--- config.mk ---
export PLATFORM = sky130hd
export DESIGN_NAME = bitty_fetch_sequencer_flat
export DESIGN_NICKNAME = d
export VERILOG_FILES = /design/src/rtl/bitty_fetch_sequencer_if.sv /design/src/rtl/bitty_fetch_sequencer.sv /design/src/flat_wrapper.sv
export SDC_FILE = /design/constraint.sdc
export NUM_CORES = 1
export LEC_CHECK = 0
export ABC_AREA = 1
export CAP_MARGIN = 20
export CORE_MARGIN = 2
export CORE_UTILIZATION = 54
export CTS_BUF_LIST = sky130_fd_sc_hd__clkbuf_4 sky130_fd_sc_hd__clkbuf_8
export CTS_CLUSTER_DIAMETER = 150
export CTS_CLUSTER_SIZE = 20
export DETAILED_ROUTE_END_ITERATION = 12
export PLACE_DENSITY = 0.88
export SLEW_MARGIN = 20
export SYNTH_ARGS = -nofsm -noshare
export SYNTH_HDL_FRONTEND = slang
export SYNTH_SLANG_ARGS = --single-unit
--- constraint.sdc ---
create_clock -name clk -period 5.4 [get_ports clk]
set_input_delay 1.62 -clock clk [delete_from_list [all_inputs] [get_ports clk]]
set_output_delay 1.62 -clock clk [all_outputs]
set_load 0.03 [all_outputs]
--- src/rtl/bitty_fetch_sequencer_if.sv ---
// Fetch-side bus of the bitty fetch sequencer: the synchronous instruction
// memory read port plus the instruction/enable/done handshake with the control unit.
interface bitty_fetch_sequencer_if #(
    parameter int ADDR_W = 8,
    parameter int DATA_W = 16
);
    logic              imem_rd;
    logic [ADDR_W-1:0] imem_addr;
    logic [DATA_W-1:0] imem_rdata;
    logic [DATA_W-1:0] instruction;
    logic              en_i;
    logic              en_s;
    logic              en_c;
    logic              done;

    // Sequencer side.
    modport master (
        output imem_rd, imem_addr, instruction, en_i, en_s, en_c,
        input  imem_rdata, done
    );

    // Memory / control-unit side.
    modport slave (
        input  imem_rd, imem_addr, instruction, en_i, en_s, en_c,
        output imem_rdata, done
    );
endinterface

--- src/rtl/bitty_fetch_sequencer.sv ---
// Upstream stage of the bitty control unit: fetches instructions, holds them,
// sequences the en_i/en_s/en_c enables, waits for done, and watches for a stuck unit.
module bitty_fetch_sequencer #(
    parameter int ADDR_W       = 8,
    parameter int DATA_W       = 16,
    parameter int WAIT_TIMEOUT = 32
) (
    input  logic                       clk,
    input  logic                       reset,
    input  logic                       run,
    input  logic [ADDR_W:0]            prog_len,
    bitty_fetch_sequencer_if.master    bus,
    output logic [ADDR_W-1:0]          pc,
    output logic [15:0]                retired,
    output logic                       busy,
    output logic                       halted,
    output logic                       err
);
    localparam logic [2:0] S_IDLE  = 3'd0;
    localparam logic [2:0] S_FETCH = 3'd1;
    localparam logic [2:0] S_LATCH = 3'd2;
    localparam logic [2:0] S_EN_I  = 3'd3;
    localparam logic [2:0] S_EN_S  = 3'd4;
    localparam logic [2:0] S_EN_C  = 3'd5;
    localparam logic [2:0] S_WAIT  = 3'd6;
    localparam logic [2:0] S_HALT  = 3'd7;

    localparam int             WD_W    = $clog2(WAIT_TIMEOUT);
    localparam logic [WD_W-1:0] WD_LAST = WD_W'(WAIT_TIMEOUT - 1);

    logic [2:0]        state;
    logic [2:0]        state_nx;
    logic [WD_W-1:0]   wd;
    logic [DATA_W-1:0] instr_q;

    // PC compares are done one bit wider so prog_len = 2^ADDR_W is reachable.
    logic [ADDR_W:0] pc_ext;
    logic            fetch_ok;
    logic            last_instr;
    logic            wd_expired;

    assign pc_ext     = {1'b0, pc};
    assign fetch_ok   = pc_ext < prog_len;
    assign last_instr = (pc_ext + 1'b1) >= prog_len;
    assign wd_expired = wd == WD_LAST;

    always_comb begin
        // NOTE: default first so every path assigns state_nx and no latch is inferred.
        state_nx = state;
        case (state)
            S_IDLE:  if (run && !err && fetch_ok) state_nx = S_FETCH;
            S_FETCH: state_nx = S_LATCH;
            S_LATCH: state_nx = S_EN_I;
            S_EN_I:  state_nx = S_EN_S;
            S_EN_S:  state_nx = S_EN_C;
            S_EN_C:  state_nx = S_WAIT;
            S_WAIT: begin
                if (bus.done) begin
                    if (last_instr)
                        state_nx = S_HALT;
                    else if (run)
                        state_nx = S_FETCH;
                    else
                        state_nx = S_IDLE;
                end else if (wd_expired) begin
                    state_nx = S_HALT;
                end
            end
            S_HALT:  if (!run) state_nx = S_IDLE;
            default: state_nx = S_IDLE;
        endcase
    end

    always_ff @(posedge clk or posedge reset) begin
        // NOTE: sequential state uses non-blocking assignments so every register
        // samples pre-edge values regardless of statement order.
        if (reset) begin
            state   <= S_IDLE;
            pc      <= '0;
            retired <= '0;
            instr_q <= '0;
            wd      <= '0;
            err     <= 1'b0;
        end else begin
            state <= state_nx;
            case (state)
                S_LATCH: instr_q <= bus.imem_rdata;
                S_EN_C:  wd <= '0;
                S_WAIT: begin
                    if (bus.done) begin
                        retired <= retired + 16'd1;
                        pc      <= pc + 1'b1;
                    end else if (wd_expired) begin
                        err <= 1'b1;
                    end else begin
                        wd <= wd + 1'b1;
                    end
                end
                S_HALT: begin
                    if (!run) begin
                        pc      <= '0;
                        retired <= '0;
                    end
                end
                default: ;
            endcase
        end
    end

    // Every strobe is a pure decode of the registered state.
    assign bus.imem_rd     = state == S_FETCH;
    assign bus.imem_addr   = pc;
    assign bus.instruction = instr_q;
    assign bus.en_i        = state == S_EN_I;
    assign bus.en_s        = state == S_EN_S;
    assign bus.en_c        = state == S_EN_C;
    assign busy            = (state != S_IDLE) && (state != S_HALT);
    assign halted          = state == S_HALT;
endmodule

--- src/flat_wrapper.sv ---
// flat-port wrapper written by rule: the top's interface ports become plain ports
module bitty_fetch_sequencer_flat 
#(
    parameter int ADDR_W       = 8,
    parameter int DATA_W       = 16,
    parameter int WAIT_TIMEOUT = 32
)
  (clk, reset, run, prog_len, pc, retired, busy, halted, err, bus_imem_rd, bus_imem_addr, bus_instruction, bus_en_i, bus_en_s, bus_en_c, bus_imem_rdata, bus_done);
  bitty_fetch_sequencer_if #(.ADDR_W(ADDR_W), .DATA_W(DATA_W)) bus_i ();
  input  logic clk;
  input  logic reset;
  input  logic run;
  input  logic [ADDR_W:0] prog_len;
  output logic [ADDR_W-1:0] pc;
  output logic [15:0] retired;
  output logic busy;
  output logic halted;
  output logic err;
  output wire logic [$bits(bus_i.imem_rd)-1:0] bus_imem_rd;
  output wire logic [$bits(bus_i.imem_addr)-1:0] bus_imem_addr;
  output wire logic [$bits(bus_i.instruction)-1:0] bus_instruction;
  output wire logic [$bits(bus_i.en_i)-1:0] bus_en_i;
  output wire logic [$bits(bus_i.en_s)-1:0] bus_en_s;
  output wire logic [$bits(bus_i.en_c)-1:0] bus_en_c;
  input wire logic [$bits(bus_i.imem_rdata)-1:0] bus_imem_rdata;
  input wire logic [$bits(bus_i.done)-1:0] bus_done;
  assign bus_imem_rd = bus_i.imem_rd;
  assign bus_imem_addr = bus_i.imem_addr;
  assign bus_instruction = bus_i.instruction;
  assign bus_en_i = bus_i.en_i;
  assign bus_en_s = bus_i.en_s;
  assign bus_en_c = bus_i.en_c;
  assign bus_i.imem_rdata = bus_imem_rdata;
  assign bus_i.done = bus_done;
  bitty_fetch_sequencer #(.ADDR_W(ADDR_W), .DATA_W(DATA_W), .WAIT_TIMEOUT(WAIT_TIMEOUT)) u_core (.clk(clk), .reset(reset), .run(run), .prog_len(prog_len), .bus(bus_i), .pc(pc), .retired(retired), .busy(busy), .halted(halted), .err(err));
endmodule
# Word-level counts from Yosys, hierarchy flattened
# Index checks and enable logic that the tools add are counted.
# word_totals
regBits,49
# op_classes
addsub,4
order_cmp,2
eq_ne,15
muxes,16
n_bitwise,1
reduce_logical,12
# ops
op,n
2-to-1 mux 16 bit,2
one-hot mux 16 bit (2 select lines),1
one-hot mux 3 bit (8 select lines),1
"adder 16 x 1 -> 16 bit, second input constant",1
2-to-1 mux 8 bit,2
one-hot mux 8 bit (2 select lines),1
2-to-1 mux 3 bit,5
"equality test 3 bit, second input constant",4
AND reduction 3 bit,4
2-to-1 mux 5 bit,2
one-hot mux 5 bit (2 select lines),1
"adder 8 x 1 -> 9 bit, second input constant",1
>= comparator 9 bit,1
< comparator 8 x 9 -> 1 bit,1
"adder 8 x 1 -> 8 bit, second input constant",1
"!= test 2 bit, second input constant",4
"equality test 3 x 2 -> 1 bit, second input constant",2
"adder 5 x 1 -> 5 bit, second input constant",1
"equality test 5 bit, second input constant",1
nonzero test 2 bit,2
"equality test 3 x 1 -> 1 bit, second input constant",1
logical AND 1 bit,3
zero test 3 bit,1
"!= test 3 x 2 -> 1 bit, second input constant",1
other kinds (6),6

# Logic depth before layout (Yosys ltp)
# Gate-level depths: netlist of run 1.
# logic_depth
ltp_word,5
ltp_mapped,15
ltp_nobuf,15

# Worst setup path after synthesis of run 1
# Ideal clock, no wire load.
# synth_path
path_type,reg-to-output
from,reg u_core.state[2]
to,out busy
t_arrival_ns,1.078
t_required_ns,3.780
slack_ns,2.702
path_stages_with_launch,4
cell_sequence,dfrtp_1 nand2_2 nor2_4 nor2_1
# synth_via
elab_chain_cells,2
word_cells_on_any_way,3
classes_between,eq/ne: 1; reduce/logical: 2
# synth_rtl
item,line,text
from (decl),bitty_fetch_sequencer.sv:31,logic [2:0] state;
from (signal assigned),bitty_fetch_sequencer.sv:85,state <= state_nx;
!= test 3 bit / nonzero test 3 bit (equally long branches),bitty_fetch_sequencer.sv:117,assign busy = (state != S_IDLE) && (state != S_HALT);
logical AND 1 bit *,bitty_fetch_sequencer.sv:117,
to (decl),flat_wrapper.sv:16,output logic busy;
# Mark *: on every way between the ends. The rest lies on a longest branch, timed or not.

# Worst setup path after layout of run 1
# layout_path
from,reg u_core.state[0]
to,out halted
# layout_via
elab_chain_cells,1
# layout_rtl
item,line,text
equality test 3 bit,bitty_fetch_sequencer.sv:118,assign halted = state == S_HALT;
to (decl),flat_wrapper.sv:17,output logic halted;
# Every way passes these cells.

==> results of run 1 <==
cell families (layout without fill, tap and decap cells):
logic type | after synthesis | after routing | synth area share [%]
AND/OR/NAND/NOR | 160 | 160 | 24.4
AO/OA/AOI/OAI | 37 | 37 | 7.02
XOR/XNOR | 12 | 12 | 3.41
adder cells (fa/ha/maj) | 21 | 21 | 8.52
flip-flops | 49 | 49 | 39.8
multiplexers | 17 | 17 | 6.17
buffers and inverters | 73 | 153 | 10.8
synth_stat cells, drive strengths merged:
cell / count
a211oi: 2
nor2: 33
o21bai: 1
nand3: 20
ha: 21
nand4: 14
mux2: 16
inv: 62
mux2i: 1
o22ai: 4
a21oi: 10
nor3: 15
dfrtp: 49
nand2: 77
a22o: 2
buf: 11
a31o: 1
nand3b: 1
a21boi: 1
xor2: 12
o21ai: 16
power by group:
group | switching, mW | leakage [nW] | internal [mW]
Combinational | 0.698 | 1.25 | 0.471
Clock | 0.133 | 0.0490 | 0.0977
Sequential | 0.133 | 0.627 | 0.500
final timing paths:
path,to,start
max,halted,u_core.state[0]
min,u_core.bus.instruction[7],u_core.bus.instruction[7]
max reg2reg,u_core.state[1],u_core.bus.imem_addr[1]
min reg2reg,u_core.bus.instruction[7],u_core.bus.instruction[7]
max in group asynchronous,u_core.retired[2],reset
min in group asynchronous,u_core.retired[12],reset
per-layer routing:
metal	track usage (%)	share of wire [%]	vias up
li1	-	-	1358
met1	29.9	41	1273
met2	41.6	51	97
met3	4.07	6.1	12
met4	7.41	1.6	0
met5	0	0	-
area by class of cell:
class / instances / area share [%]
inverters: 62 / 5.85
flip-flops and latches: 49 / 30.7
clock inverters: 2 / 0.344
repair buffers: 83 / 20.8
clock buffers: 6 / 1.91
multi-input cells: 247 / 38.2
well taps: 72 / 2.25
flip-flops by register name, indices dropped and copies added, names as in the netlist:
register	cells
u_core.bus.instruction	16
u_core.retired	16
u_core.bus.imem_addr	8
u_core.wd	5
u_core.state	3
u_core.err	1
==> impl_metrics.tcl, run 1 <==
set metrics [dict create \
    postCtsSetupBuffers 0 \
    worstHoldPathType "register to register" \
    slew_violations 0 \
    drtIter0Drc 108 \
    grt.total_usage_pct 23.8 \
    antenna_found_initial 0 \
    core-area_sq_um 5510 \
    synth_top_cell_area_share_pct 39.8 \
    drt_pre_antenna_iters 4 \
    diodes 0 \
    place_congestion 0.918 \
    synthCells 369 \
    reg2reg_depth 15 \
    powerDensity_nw_per_um2 508 \
    cts.sinks 49 \
    grt_pass1_vias 2651 \
    p_total_mw 2.03 \
    numPortBuffers 83 \
    regArea_sq_um 1230 \
    cts_resized 0 \
    route.vias.total 2740 \
    place_inst 513 \
    grt_start_max_net_pins 50 \
    hold_violations 0 \
    drc_errors 0 \
    final_cells 521 \
    post-place-ws_ps 2110 \
    drive_gt1_share_pct 6.90 \
    tns_ps 0 \
    path_max_fanout 7 \
    hold_path_depth 1 \
    fmax_mhz 289 \
    timing.slew.headroom_pct 44.5 \
    critPathTopFamily "buffers and inverters" \
    wl_mm 7.17 \
    cts_root_buf "clkbuf_8" \
    ys_seq_area_share_pct 39.8 \
    leakage_nw 1.92 \
    path_clk_slew_ps 100 \
    outcome "completed" \
    criticalPathCategory "register to output port" \
    fin_crit_sh_pct 64.2 \
    netlist_area_sq_um 3080 \
    yosys.area.top_type "dfrtp_1" \
    die-area_sq_um 6330 \
    layout_min_cycle_time_ps 3470 \
    die_w_um 79.6 \
    crit_cells 3 \
    io-pin-count 84 \
    ir_worst_vdd_mv 0.315 \
    layout.nets 498 \
    final_core_util_pct 72.6 \
    h-tree-depth 2 \
    initial_utilization_pct 56.0 \
    grt_pass1_wl_mm 11.9 \
    crit_chain "inv_2, nor2_4, clkdlybuf4s50_1" \
    yosys-top-cells-area "dfrtp_1 40%, nand2_1 8.6%, ha_1 8.5%, inv_1 7.3%, nor2_1 3.7%" \
    rows 27 \
    cp_slowest_cell "clkdlybuf4s50_1" \
    setup_violations 0 \
    via_per_inst 5.26 \
    crit_path_max_incr_delay_ps 710 \
    fin_skew_ps 11.2 \
    multi_input_area_sq_um 1530 \
    postSynthAreaPerCell_sq_um 8.36 \
    rsz0062_at_grt "false" \
    holdWs_ps 499 \
    finalWorstSetupSlack_ps 1930 \
    worst-path-buf-inv 2 \
    ys_types 32 \
    syn_to_final_growth_pct 29.6 \
    ant_nets 0 \
    worst_setup_path_start_kind "register" \
    dpl_cell_area_sq_um 3910 \
    chipHeight_um 79.6 \
    insertion_delay_ps 310 \
    ys_ff_latch 49 \
    cts_tree "built" \
    yosys_warnings 0 \
    mostFrequentLayoutCells "83 x clkdlybuf4s50_1, 71 x nand2_1, 59 x inv_1, 49 x dfrtp_1, 30 x nor2_1" \
    max_slew.worst_pin.slew_ps 831 \
    synth.net_count 419 \
    wl_per_cell_um 13.8 \
    overflow 0 \
    clk_path_buf_depth 2 \
    cts_buffers 5 \
    cp.required_ps 3780 \
    nFillCells 428 \
    r2r_slack_ps 2980 \
    fin_area_sq_um 4000 \
    end_kind "output port" \
    cp_data_arrival_time_ps 1850 \
    final_common_cell "clkdlybuf4s50_1" \
    cts_hold_buf 0 \
    dp_hpwl_mm 5.54 \
    max_cap_viol_count 0 \
]
(Power assumes the default switching activity.)
==> run 2, diff against run 1 <==
- CORE_UTILIZATION: 54 -> 50
- PLACE_DENSITY: 0.88 -> 0.82
- clock period: 5.4 -> 3.35 ns (I/O delays scaled with it)
==> run 2 against run 1 <==
Total power increased by 60%. Sequential cell count unchanged. Combinational power is 61% higher. Setup slack worse by 1400 ps. Critical path depth did not move. Register-to-register slack lost 2100 ps. Wire length rose by 0.74%. Final area rose by 0.25%. Clock skew up 1.4 ps. Via count rose by 0.26%. Clock power grew 59%. First-iteration DRC count down 5.6%. Largest cell class unchanged. Highest routed layer unchanged.
==> impl_metrics.tcl, run 2 (synthesis gave the netlist of run 1 again) <==
set metrics [dict create \
    route.vias.total 2747 \
    cp.required_ps 2340 \
    drt_pre_antenna_iters 4 \
    die-area_sq_um 6810 \
    slew_violations 0 \
    io-pin-count 84 \
    cts.sinks 49 \
    place_congestion 0.894 \
    grt_pass1_wl_mm 11.9 \
    criticalPathCategory "register to output port" \
    cts_root_buf "clkbuf_8" \
    grt_pass1_vias 2763 \
    cp_data_arrival_time_ps 1840 \
    fmax_mhz 351 \
    final_common_cell "clkdlybuf4s50_1" \
    crit_path_max_incr_delay_ps 720 \
    regArea_sq_um 1230 \
    routed.top_layer "met4" \
    post-place-ws_ps 645 \
    worstHoldPathType "register to register" \
    layout_min_cycle_time_ps 2850 \
    fin_crit_sh_pct 84.9 \
    core-area_sq_um 5960 \
    drc_errors 0 \
    outcome "completed" \
    postCtsSetupBuffers 0 \
    cts_tree "built" \
    multi_input_area_sq_um 1530 \
    nFillCells 480 \
    grt.total_usage_pct 22.4 \
    max_cap_viol_count 0 \
    place_inst 517 \
    wl_mm 7.22 \
    numPortBuffers 83 \
    chipHeight_um 82.5 \
    tns_ps 0 \
    h-tree-depth 2 \
    crit_chain "nand2_2, nor2_4, clkdlybuf4s50_1" \
    mostFrequentLayoutCells "83 x clkdlybuf4s50_1, 71 x nand2_1, 59 x inv_1, 49 x dfrtp_1, 30 x nor2_1" \
    syn_to_final_growth_pct 29.9 \
    worst-path-buf-inv 1 \
    die_w_um 82.5 \
    rows 28 \
    ir_worst_vdd_mv 0.504 \
    worst_setup_path_start_kind "register" \
    ant_nets 0 \
    initial_utilization_pct 51.8 \
    max_slew.worst_pin.slew_ps 626 \
    wl_per_cell_um 13.8 \
    cts_resized 0 \
    timing.slew.headroom_pct 58.3 \
    path_clk_slew_ps 100 \
    fin_skew_ps 12.6 \
    rsz0062_at_grt "false" \
    final_core_util_pct 67.3 \
    setup_violations 0 \
    overflow 0 \
    grt_start_max_net_pins 50 \
    m1WireLength_mm 3.05 \
    route.met3.wl_um 423 \
    path_max_fanout 7 \
    drtIter0Drc 102 \
    powerDensity_nw_per_um2 813 \
    hold_violations 0 \
    cts_buffers 5 \
    insertion_delay_ps 310 \
    end_kind "output port" \
    layout.nets 499 \
    drive_gt1_share_pct 6.90 \
    via_per_inst 5.24 \
    cts_hold_buf 0 \
    critPathTopFamily "buffers and inverters" \
    finalWorstSetupSlack_ps 504 \
    dp_hpwl_mm 5.57 \
    final_cells 524 \
    antenna_found_initial 0 \
    p_total_mw 3.26 \
    cp_slowest_cell "clkdlybuf4s50_1" \
    clk_path_buf_depth 2 \
    leakage_nw 1.92 \
    met2_length_mm 3.66 \
    diodes 0 \
]
==> run 2: changes by cell type in the layout (fill, tap and decap cells not counted), sizes merged <==
cell and delta:
clkinv -2, buf +1, clkinvlp +1
==> run 2: routing by layer <==
metal,global-route usage [%],up-vias
li1,-,1349
met1,26.8,1285
met2,40.1,102
met3,4.35,11
met4,7.70,0
met5,0,-
==> run 2: worst paths after layout <==
path                                            from                        end  slack (ps)  cells after the start
hold reg to reg            u_core.bus.instruction[2]  u_core.bus.instruction[2]         490                      1
setup reg to reg             u_core.bus.imem_addr[1]            u_core.state[1]         890                     15
setup / recovery                     u_core.state[2]                     halted         500                      3
max in group asynchronous                      reset         u_core.retired[13]        1750                      3
hold / removal             u_core.bus.instruction[2]  u_core.bus.instruction[2]         490                      1
min in group asynchronous                      reset         u_core.retired[12]        1190                      3
==> run 2: final cells by class <==
| class | count | share of cell area (%) |
|---|---|---|
| Multi-Input combinational cell | 247 | 38.1 |
| Tap cell | 75 | 2.34 |
| Clock inverter | 1 | 0.187 |
| Clock buffer | 6 | 2.06 |
| Inverter | 62 | 5.81 |
| Timing Repair Buffer | 84 | 20.9 |
| Sequential cell | 49 | 30.6 |
==> run 2: through the flow <==
step                      area (sq um)  hold WS (ps)
after floorplan                   3080           459
after global placement            3920           474
after detailed placement          3920           481
after CTS                         4010           502
after global routing              4010           511
final                             4010           494
==> run 2: worst reg2reg max path: stages, from the launching register on <==
cell and delay, ps:
dfrtp_1 450, ha_1 230, nand2_1 70, nor2_1 170, nand3_1 140, xor2_1 220, inv_1 70, ha_1 310
nand2_1 80, nand2_1 60, nand2_1 60, nand2_1 50, nor2_1 170, nand2_1 70, a21oi_1 110, o21ai_0 80
==> run 2: power breakdown <==
part	switching, mW	total [mW]	internal, mW
sequential	0.209	1.01	0.805
combinational	1.12	1.88	0.759
clock	0.202	0.366	0.164
total	1.53	3.26	1.73
==> run 3, diff against run 2 <==
- clock period: 3.35 -> 2.8 ns (I/O delays scaled with it)
==> run 3 against run 2 <==
Core utilization increased by 0.71 points. Final area increased by 1.1%. Non-clock buffer count unchanged. Final cell count increased by 0.19%. Total power increased by 23%. Register-to-register slack got worse by 580 ps. Sequential power increased by 20%. Die area unchanged. Sequential cell count unchanged. Critical endpoint unchanged. Highest routed layer unchanged.
==> impl_metrics.tcl, run 3 (synthesis gave the netlist of run 1 again) <==
set metrics [dict create \
    p_clk_share_pct 13.6 \
    die-area_sq_um 6810 \
    place_inst 517 \
    final_common_cell "clkdlybuf4s50_1" \
    fin_crit_sh_pct 96.3 \
    layout_min_cycle_time_ps 2700 \
    h-tree-depth 2 \
    antenna_found_initial 0 \
    hold_violations 0 \
    seqPwrFrac_pct 30.2 \
    switching_share_pct 45.8 \
    crit_start "u_core.state[0]" \
    initial_utilization_pct 51.8 \
    grt_pass1_vias 2697 \
    nFillCells 478 \
    r2r_start "u_core.bus.imem_addr[0]" \
    overflow 0 \
    p_comb_share_pct 56.2 \
    core-area_sq_um 5960 \
    cts_tree "built" \
    die_w_um 82.5 \
    drc_errors 0 \
    path_clk_slew_ps 90 \
    path_max_fanout 7 \
    insertion_delay_ps 300 \
    fmax_mhz 371 \
    drtIter0Drc 83 \
    ant_nets 0 \
    cp.required_ps 1960 \
    worst_setup_path_start_kind "register" \
    grt.total_usage_pct 22.4 \
    slew_violations 0 \
    numPortBuffers 83 \
    via_per_inst 5.28 \
    rows 28 \
    timing.slew.headroom_pct 61.3 \
    max_cap_viol_count 0 \
    cp_data_arrival_time_ps 1860 \
    grt_pass1_wl_mm 11.8 \
    criticalPathCategory "register to output port" \
    setup_violations 0 \
    cts.sinks 49 \
    drive_gt1_share_pct 7.11 \
    cts_hold_buf 0 \
    mostFrequentLayoutCells "83 x clkdlybuf4s50_1, 71 x nand2_1, 59 x inv_1, 49 x dfrtp_1, 30 x nor2_1" \
    wl_per_cell_um 13.9 \
    diodes 0 \
    worstHoldPathType "register to register" \
    place_congestion 0.897 \
    layout.nets 499 \
    outcome "completed" \
    ir_worst_vdd_mv 0.671 \
    syn_to_final_growth_pct 31.3 \
    chipHeight_um 82.5 \
    drt_pre_antenna_iters 4 \
    rsz0062_at_grt "false" \
    power_switching_mw 1.84 \
    cts_root_buf "clkbuf_8" \
    dp_hpwl_mm 5.64 \
    tns_ps 0 \
    min_from "u_core.bus.instruction[9]" \
    powerDensity_nw_per_um2 991 \
    cts_resized 0 \
    end_kind "output port" \
    final_cells 525 \
    fin_skew_ps 11.7 \
    grt_start_max_net_pins 29 \
    postCtsSetupBuffers 0 \
    cts_buffers 5 \
    wl_mm 7.30 \
    route.vias.total 2772 \
    io-pin-count 84 \
    leakage_nw 1.95 \
    power.internal_mw 2.18 \
    clk_path_buf_depth 2 \
    max_slew.worst_pin.slew_ps 576 \
]
run 3: changes by cell type in the layout (fill, tap and decap cells not counted), sizes merged:
cell | previous run | this run
clkinvlp | 1 | 0
bufinv | 0 | 1
clkbuf | 6 | 7
run 3: final timing paths:
check	to	slack (ps)	depth (start not counted)
worst min register to register	u_core.bus.instruction[9]	500	1
worst max register to register	u_core.state[1]	310	15
min in group asynchronous	u_core.wd[4]	880	2
worst min-delay path	u_core.bus.instruction[9]	500	1
max in group asynchronous	u_core.retired[7]	1390	3
worst max-delay path	halted	100	3
run 3: power groups by stage:
stage / Clock [mW] / Sequential, mW / Combinational [mW]
floorplan: 0 / 1.61 / 1.09
global placement: 0 / 1.20 / 2.21
detailed placement: 0 / 1.22 / 2.27
CTS: 0.559 / 1.21 / 2.28
global route: 0.585 / 1.26 / 2.45
finish: 0.545 / 1.21 / 2.26
run 3: layer usage:
| layer | GRT usage, % | up-vias | share of wire (%) |
|---|---|---|---|
| met5 | 0 | - | 0 |
| li1 | - | 1357 | - |
| met1 | 26.7 | 1306 | 42 |
| met3 | 3.59 | 10 | 5.3 |
| met2 | 40.5 | 99 | 52 |
| met4 | 8.20 | 0 | 1.1 |
run 3: worst max-delay path, cell delays in order (launching register included):
cell and delay (ps):
dfrtp_1 500, inv_2 100, nor2_4 240, clkdlybuf4s50_1 720
run 3: layout make-up:
type                            count  area (sq um)  area share [%]
Clock buffer                        7          90.1            2.22
Clock inverter                      1          30.0           0.741
Inverter                           62           233            5.75
Multi-Input combinational cell    247          1530            37.7
Sequential cell                    49          1230            30.3
Tap cell                           75          93.8            2.32
Timing Repair Buffer               84           851            21.0
run 3: through the flow:
step	worst slack (ps)	util, %	instance area (sq um)	hold WS, ps	power (mW)
finish	104	68.0	4050	497	4.01
global route	11.2	68.0	4050	533	4.29
CTS	80.9	68.0	4050	505	4.05
detailed placement	240	66.0	3930	484	3.49
global placement	338	66.0	3930	474	3.41
floorplan	449	-	3080	459	2.69
